## src/rtl/regfile_port_arbiter.sv

```systemverilog
// Round-robin arbiter that shares a 4 x DW register file among NREQ requesters.
// Optional macro RF_ARB_LOCK_EN adds a per-requester lock input that re-grants the last winner.
module regfile_port_arbiter #(
    parameter int NREQ = 2,
    parameter int DW   = 16
) (
    input  logic              clk,
    input  logic              reset,
`ifdef RF_ARB_LOCK_EN
    input  logic [NREQ-1:0]   lock,
`endif
    input  logic [NREQ-1:0]   req,
    input  logic [NREQ-1:0]   req_we,
    input  logic [2*NREQ-1:0] req_addr_a,
    input  logic [2*NREQ-1:0] req_addr_b,
    input  logic [DW*NREQ-1:0] req_wdata,
    output logic [NREQ-1:0]   ack,
    output logic [DW-1:0]     rdata_a,
    output logic [DW-1:0]     rdata_b,
    output logic              busy,
    output logic [1:0]        rf_reg1,
    output logic [1:0]        rf_reg2,
    output logic              rf_write,
    output logic [DW-1:0]     rf_write_data,
    input  logic [DW-1:0]     rf_data1,
    input  logic [DW-1:0]     rf_data2
);

    localparam int IW = 2;

    typedef enum logic [1:0] {
        IDLE  = 2'd0,
        ISSUE = 2'd1,
        RESP  = 2'd2
    } state_t;

    state_t          state;
    state_t          state_nx;
    logic [IW-1:0]   ptr;
    logic [IW-1:0]   winner;
    logic [IW-1:0]   pick;
    logic            found;
    logic            sel_we;
    logic [1:0]      sel_a;
    logic [1:0]      sel_b;
    logic [DW-1:0]   sel_wd;
    logic [IW-1:0]   ptr_nx;
    logic            win_lock;

    // Search order starts at ptr and wraps; first requesting index wins
    always_comb begin
        found = 1'b0;
        pick  = '0;
        for (int i = 0; i < NREQ; i++) begin
            for (int j = 0; j < NREQ; j++) begin
                if (!found && req[j] && (j == ((int'(ptr) + i) % NREQ))) begin
                    found = 1'b1;
                    pick  = IW'(j);
                end
            end
        end
    end

    // Select the picked requester's operation fields
    always_comb begin
        sel_we = 1'b0;
        sel_a  = '0;
        sel_b  = '0;
        sel_wd = '0;
        for (int j = 0; j < NREQ; j++) begin
            if (IW'(j) == pick) begin
                sel_we = req_we[j];
                sel_a  = req_addr_a[2*j +: 2];
                sel_b  = req_addr_b[2*j +: 2];
                sel_wd = req_wdata[DW*j +: DW];
            end
        end
    end

    // Lock of the current winner only; other requesters' lock bits are ignored
    always_comb begin
        win_lock = 1'b0;
`ifdef RF_ARB_LOCK_EN
        for (int j = 0; j < NREQ; j++) begin
            if (IW'(j) == winner) begin
                win_lock = lock[j];
            end
        end
`endif
    end

    // Rotation pointer moves past the winner unless the winner holds a lock
    always_comb begin
        ptr_nx = '0;
        if (win_lock) begin
            ptr_nx = winner;
        end else if (int'(winner) == NREQ - 1) begin
            ptr_nx = '0;
        end else begin
            ptr_nx = winner + 1'b1;
        end
    end

    // State register
    always_ff @(posedge clk or posedge reset) begin
        if (reset) begin
            state <= IDLE;
        end else begin
            state <= state_nx;
        end
    end

    // Next-state logic: IDLE -> ISSUE -> RESP -> IDLE
    always_comb begin
        state_nx = state;
        case (state)
            IDLE:    state_nx = found ? ISSUE : IDLE;
            ISSUE:   state_nx = RESP;
            RESP:    state_nx = IDLE;
            default: state_nx = IDLE;
        endcase
    end

    // Grant capture, register-file pin drive and pointer update
    always_ff @(posedge clk or posedge reset) begin
        if (reset) begin
            ptr           <= '0;
            winner        <= '0;
            rf_reg1       <= '0;
            rf_reg2       <= '0;
            rf_write      <= 1'b0;
            rf_write_data <= '0;
        end else begin
            case (state)
                IDLE: begin
                    if (found) begin
                        winner        <= pick;
                        rf_reg1       <= sel_a;
                        rf_reg2       <= sel_b;
                        rf_write_data <= sel_wd;
                        rf_write      <= sel_we;
                    end
                end
                ISSUE: begin
                    rf_write <= 1'b0;
                end
                RESP: begin
                    ptr <= ptr_nx;
                end
                default: begin
                    rf_write <= 1'b0;
                end
            endcase
        end
    end

    // One-hot completion pulse during RESP
    always_comb begin
        ack = '0;
        if (state == RESP) begin
            for (int j = 0; j < NREQ; j++) begin
                if (IW'(j) == winner) begin
                    ack[j] = 1'b1;
                end
            end
        end
    end

    assign busy    = (state != IDLE);
    assign rdata_a = rf_data1;
    assign rdata_b = rf_data2;

endmodule

```

## config.mk

```make
export PLATFORM = sky130hd
export DESIGN_NAME = regfile_port_arbiter
export DESIGN_NICKNAME = d
export VERILOG_FILES = /design/src/rtl/regfile_port_arbiter.sv
export SDC_FILE = /design/constraint.sdc
export NUM_CORES = 1
export LEC_CHECK = 0
export BUFFER_PORTS_ARGS = -buffer_cell sky130_fd_sc_hd__buf_2
export CAP_MARGIN = 40
export CORE_AREA = 5 5 75 77
export CTS_CLUSTER_DIAMETER = 80
export DETAILED_ROUTE_END_ITERATION = 10
export DIE_AREA = 0 0 80 82
export GPL_ROUTABILITY_DRIVEN = 1
export PLACE_DENSITY_LB_ADDON = 0.05
export SETUP_SLACK_MARGIN = 0.1
export SLEW_MARGIN = 20
export SYNTH_ARGS = -nofsm -noshare
export SYNTH_HDL_FRONTEND = slang
export SYNTH_SLANG_ARGS = --single-unit
```

## constraint.sdc

```tcl
create_clock -name clk -period 1 [get_ports clk]
set_input_delay 0.15 -clock clk [delete_from_list [all_inputs] [get_ports clk]]
set_output_delay 0.15 -clock clk [all_outputs]
set_load 0.005 [all_outputs]
```

==> results.cfg <==
[synth]
synth-main-ff-cell = dfrtp_1
mappedNetlistNets = 250
syn_avg_cell_area_um2 = 9.50
syn_inst = 172
yosysMostFrequentCell = buf_4
synth_top_area_share = 0.383
netlist_area_mm2 = 0.00163
synthTopCellsByArea = dfrtp_1 (38%), buf_4 (15%), a31oi_1 (7.3%)
seq_area_frac_synth = 0.383
ys_warn_count = 0
yosys.cell_types.count = 26
synth_edf_count = 0
yosysTopAreaCell = dfrtp_1
synth_top_cells_by_count = buf_4 (33), dfrtp_1 (25), nand3_1 (21), a31oi_1 (19), o21ai_1 (18)
ys_seq_elements = 25
async_flop_share = 1.00

[timing]
fin_setup_tns_ns = -6.42
slew_viol_final = 0
rsz0062_at_grt = yes
tightest_slew_ns = 0.399
setup_viol = 27
finalCriticalPeriod_ns = 1.27
hold_violations = 0
setup_slack_ns = -0.271
fin_crit_sh = 1.27
finClkSkew_ns = 0.00181
fmax_mhz = 786
relSlewSlack = 0.734

[worst_setup_path]
critPathMaxFanout = 2
ff2ff_path_depth = 6
worstPathArrival_ns = 1.12
startpoint = state[1]$_DFF_PP0_
reg2reg_from = state[1]$_DFF_PP0_
end_kind = output port
required_ns = 0.85
crit_type = register to output port
critPathLaunchType = register

[power_and_ir_drop]
p_per_area_mw_per_mm2 = 2930
ir_drop_mv = 1.35
static-leakage-power_nw = 1.02

[detailed_routing]
drt_iter0_drc = 43
wl_per_cell_um = 17.4
drt_first_pass_iters = 4
ant_nets = 0
routed_wl_mm = 5.35
routed_via_density = 4.84
vias = 1492
drc = 0

[floorplanning]
initial_core_util = 0.330
die_w_um = 80
dieArea_mm2 = 0.00656
io_pins = 134
core_mm2 = 0.00494
num_rows = 26
fp.dieH_um = 82

[clock_tree]
cts.reportedPaths.clkPinSlew_ns = 0.09
cts.sinks = 25
cts-buffers-inserted = 3
cts_tree = built
clockRootBuffer = clkbuf_8
insertion_delay_ns = 0.27
cts.path.max_buffers = 2
htree_num_levels = 1

[cells_and_area]
fill_cells = 506
final_cell_area_mm2 = 0.00236
multi_input_area_um2 = 808
seq_area_um2 = 628
drive_above_1_share = 0.622
diodes = 0
layout.nets = 317
syn2layout_area_growth_pct = 44.4

[placed_design]
dp_slack_ns = -0.140
dpl_cell_area_mm2 = 0.00189
dp_hpwl_mm = 3.69
port_buffers = 69
place_congestion = 0.808

[run_status]
status = finished with violations
violations = negative setup slack

[worst_hold_path]
hold_start = req_we[1]
min_path_type = input port to register
worstHoldPathCells = 3

[global_routing]
grt_use_total = 0.154
antenna_found_initial = 0
grt_pass1_vias = 1546
grt_pass1_wl_mm = 7.91
grt_max_degree = 23
overflow = 0

[job]
max_cap_violations = 0
final cells by class:
class	instances	share of cell area
clock buffer	4	0.0191
sequential	25	0.266
tap	70	0.0371
timing repair buffer	108	0.327
inverter	4	0.00848
multi-input combinational	97	0.343
power by group:
| part | total (mW) | switching (mW) | internal (mW) | leakage (nW) |
|---|---|---|---|---|
| clock network | 0.622 | 0.337 | 0.285 | 0.0228 |
| registers | 1.84 | 0.313 | 1.52 | 0.283 |
| logic | 4.45 | 1.98 | 2.47 | 0.714 |
worst paths after layout:
| path | to | slack [ns] |
|---|---|---|
| setup reg to reg | rf_write_data[14]$_DFFE_PP0P_ | -0.27 |
| hold / removal | rf_write$_DFFE_PP0P_ | 0.14 |
| setup / recovery | busy | -0.27 |
| hold reg to reg | ptr[0]$_DFFE_PP0N_ | 0.49 |
| min in group asynchronous | rf_write_data[15]$_DFFE_PP0P_ | 0.43 |
| max in group asynchronous | state[0]$_DFF_PP0_ | 0.31 |
through the flow:
| stage | hold WS, ns | instances | power (mW) | util |
|---|---|---|---|---|
| finish | 0.138 | 308 | 6.91 | 0.477 |
| detailed placement | 0.166 | 281 | 4.75 | 0.383 |
| floorplan | 0.177 | 172 | 3.62 | - |
| global placement | 0.166 | 281 | 4.72 | 0.383 |
| global route | 0.145 | 308 | 7.37 | 0.477 |
| CTS | 0.138 | 301 | 6.00 | 0.425 |
logic make-up (layout without fill, tap and decap cells):
| family | count (synthesis) | count (layout) | synth area share |
|---|---|---|---|
| AND/OR/NAND/NOR | 33 | 33 | 0.127 |
| buffers and inverters | 50 | 116 | 0.233 |
| AO/OA/AOI/OAI | 64 | 64 | 0.257 |
| flip-flops | 25 | 25 | 0.383 |
per-layer routing:
| metal | share of wire | global-route usage | routed length, um | vias up |
|---|---|---|---|---|
| met5 | 0 | 0 | 0 | - |
| met4 | 0.0028 | 0.0355 | 15 | 0 |
| met3 | 0.096 | 0.0658 | 515 | 2 |
| met2 | 0.46 | 0.257 | 2450 | 77 |
| met1 | 0.44 | 0.185 | 2370 | 698 |
| li1 | - | - | - | 715 |
critical path: stages, from the launching register on:
cell and delay (ns):
dfrtp_2 0.46, nor2_8 0.15, inv_6 0.04, buf_6 0.11
buf_6 0.10
timing repair:
item,CTS,global route
pin swaps,2,3
resized for setup,9,22
gates cloned,0,2
setup endpoints to repair,48,49
hold buffers,1,0
endpoints found under the hold margin,25,0
buffers inserted,15,6
placed cells by master (no fill, tap or decap), types with 2 or more instances in the layout:
cell type	instances
buf_2	68
buf_4	24
dfrtp_1	23
nand3_1	21
o21ai_1	20
a21oi_2	13
a31oi_4	11
a31oi_1	9
buf_6	8
a21oi_1	7
buf_12	5
clkbuf_8	3
nor2_8	2
nor2_2	2
inv_1	2
nor2b_1	2
clkbuf_16	2
dfrtp_2	2
state kept, by name, summed over array words and instances, names as in the netlist:
signal and cells:
rf_write_data 16, rf_reg1 2, rf_reg2 2, state 2, ptr 1, rf_write 1
winner 1
Note: power is estimated with default switching activity, not from simulation.
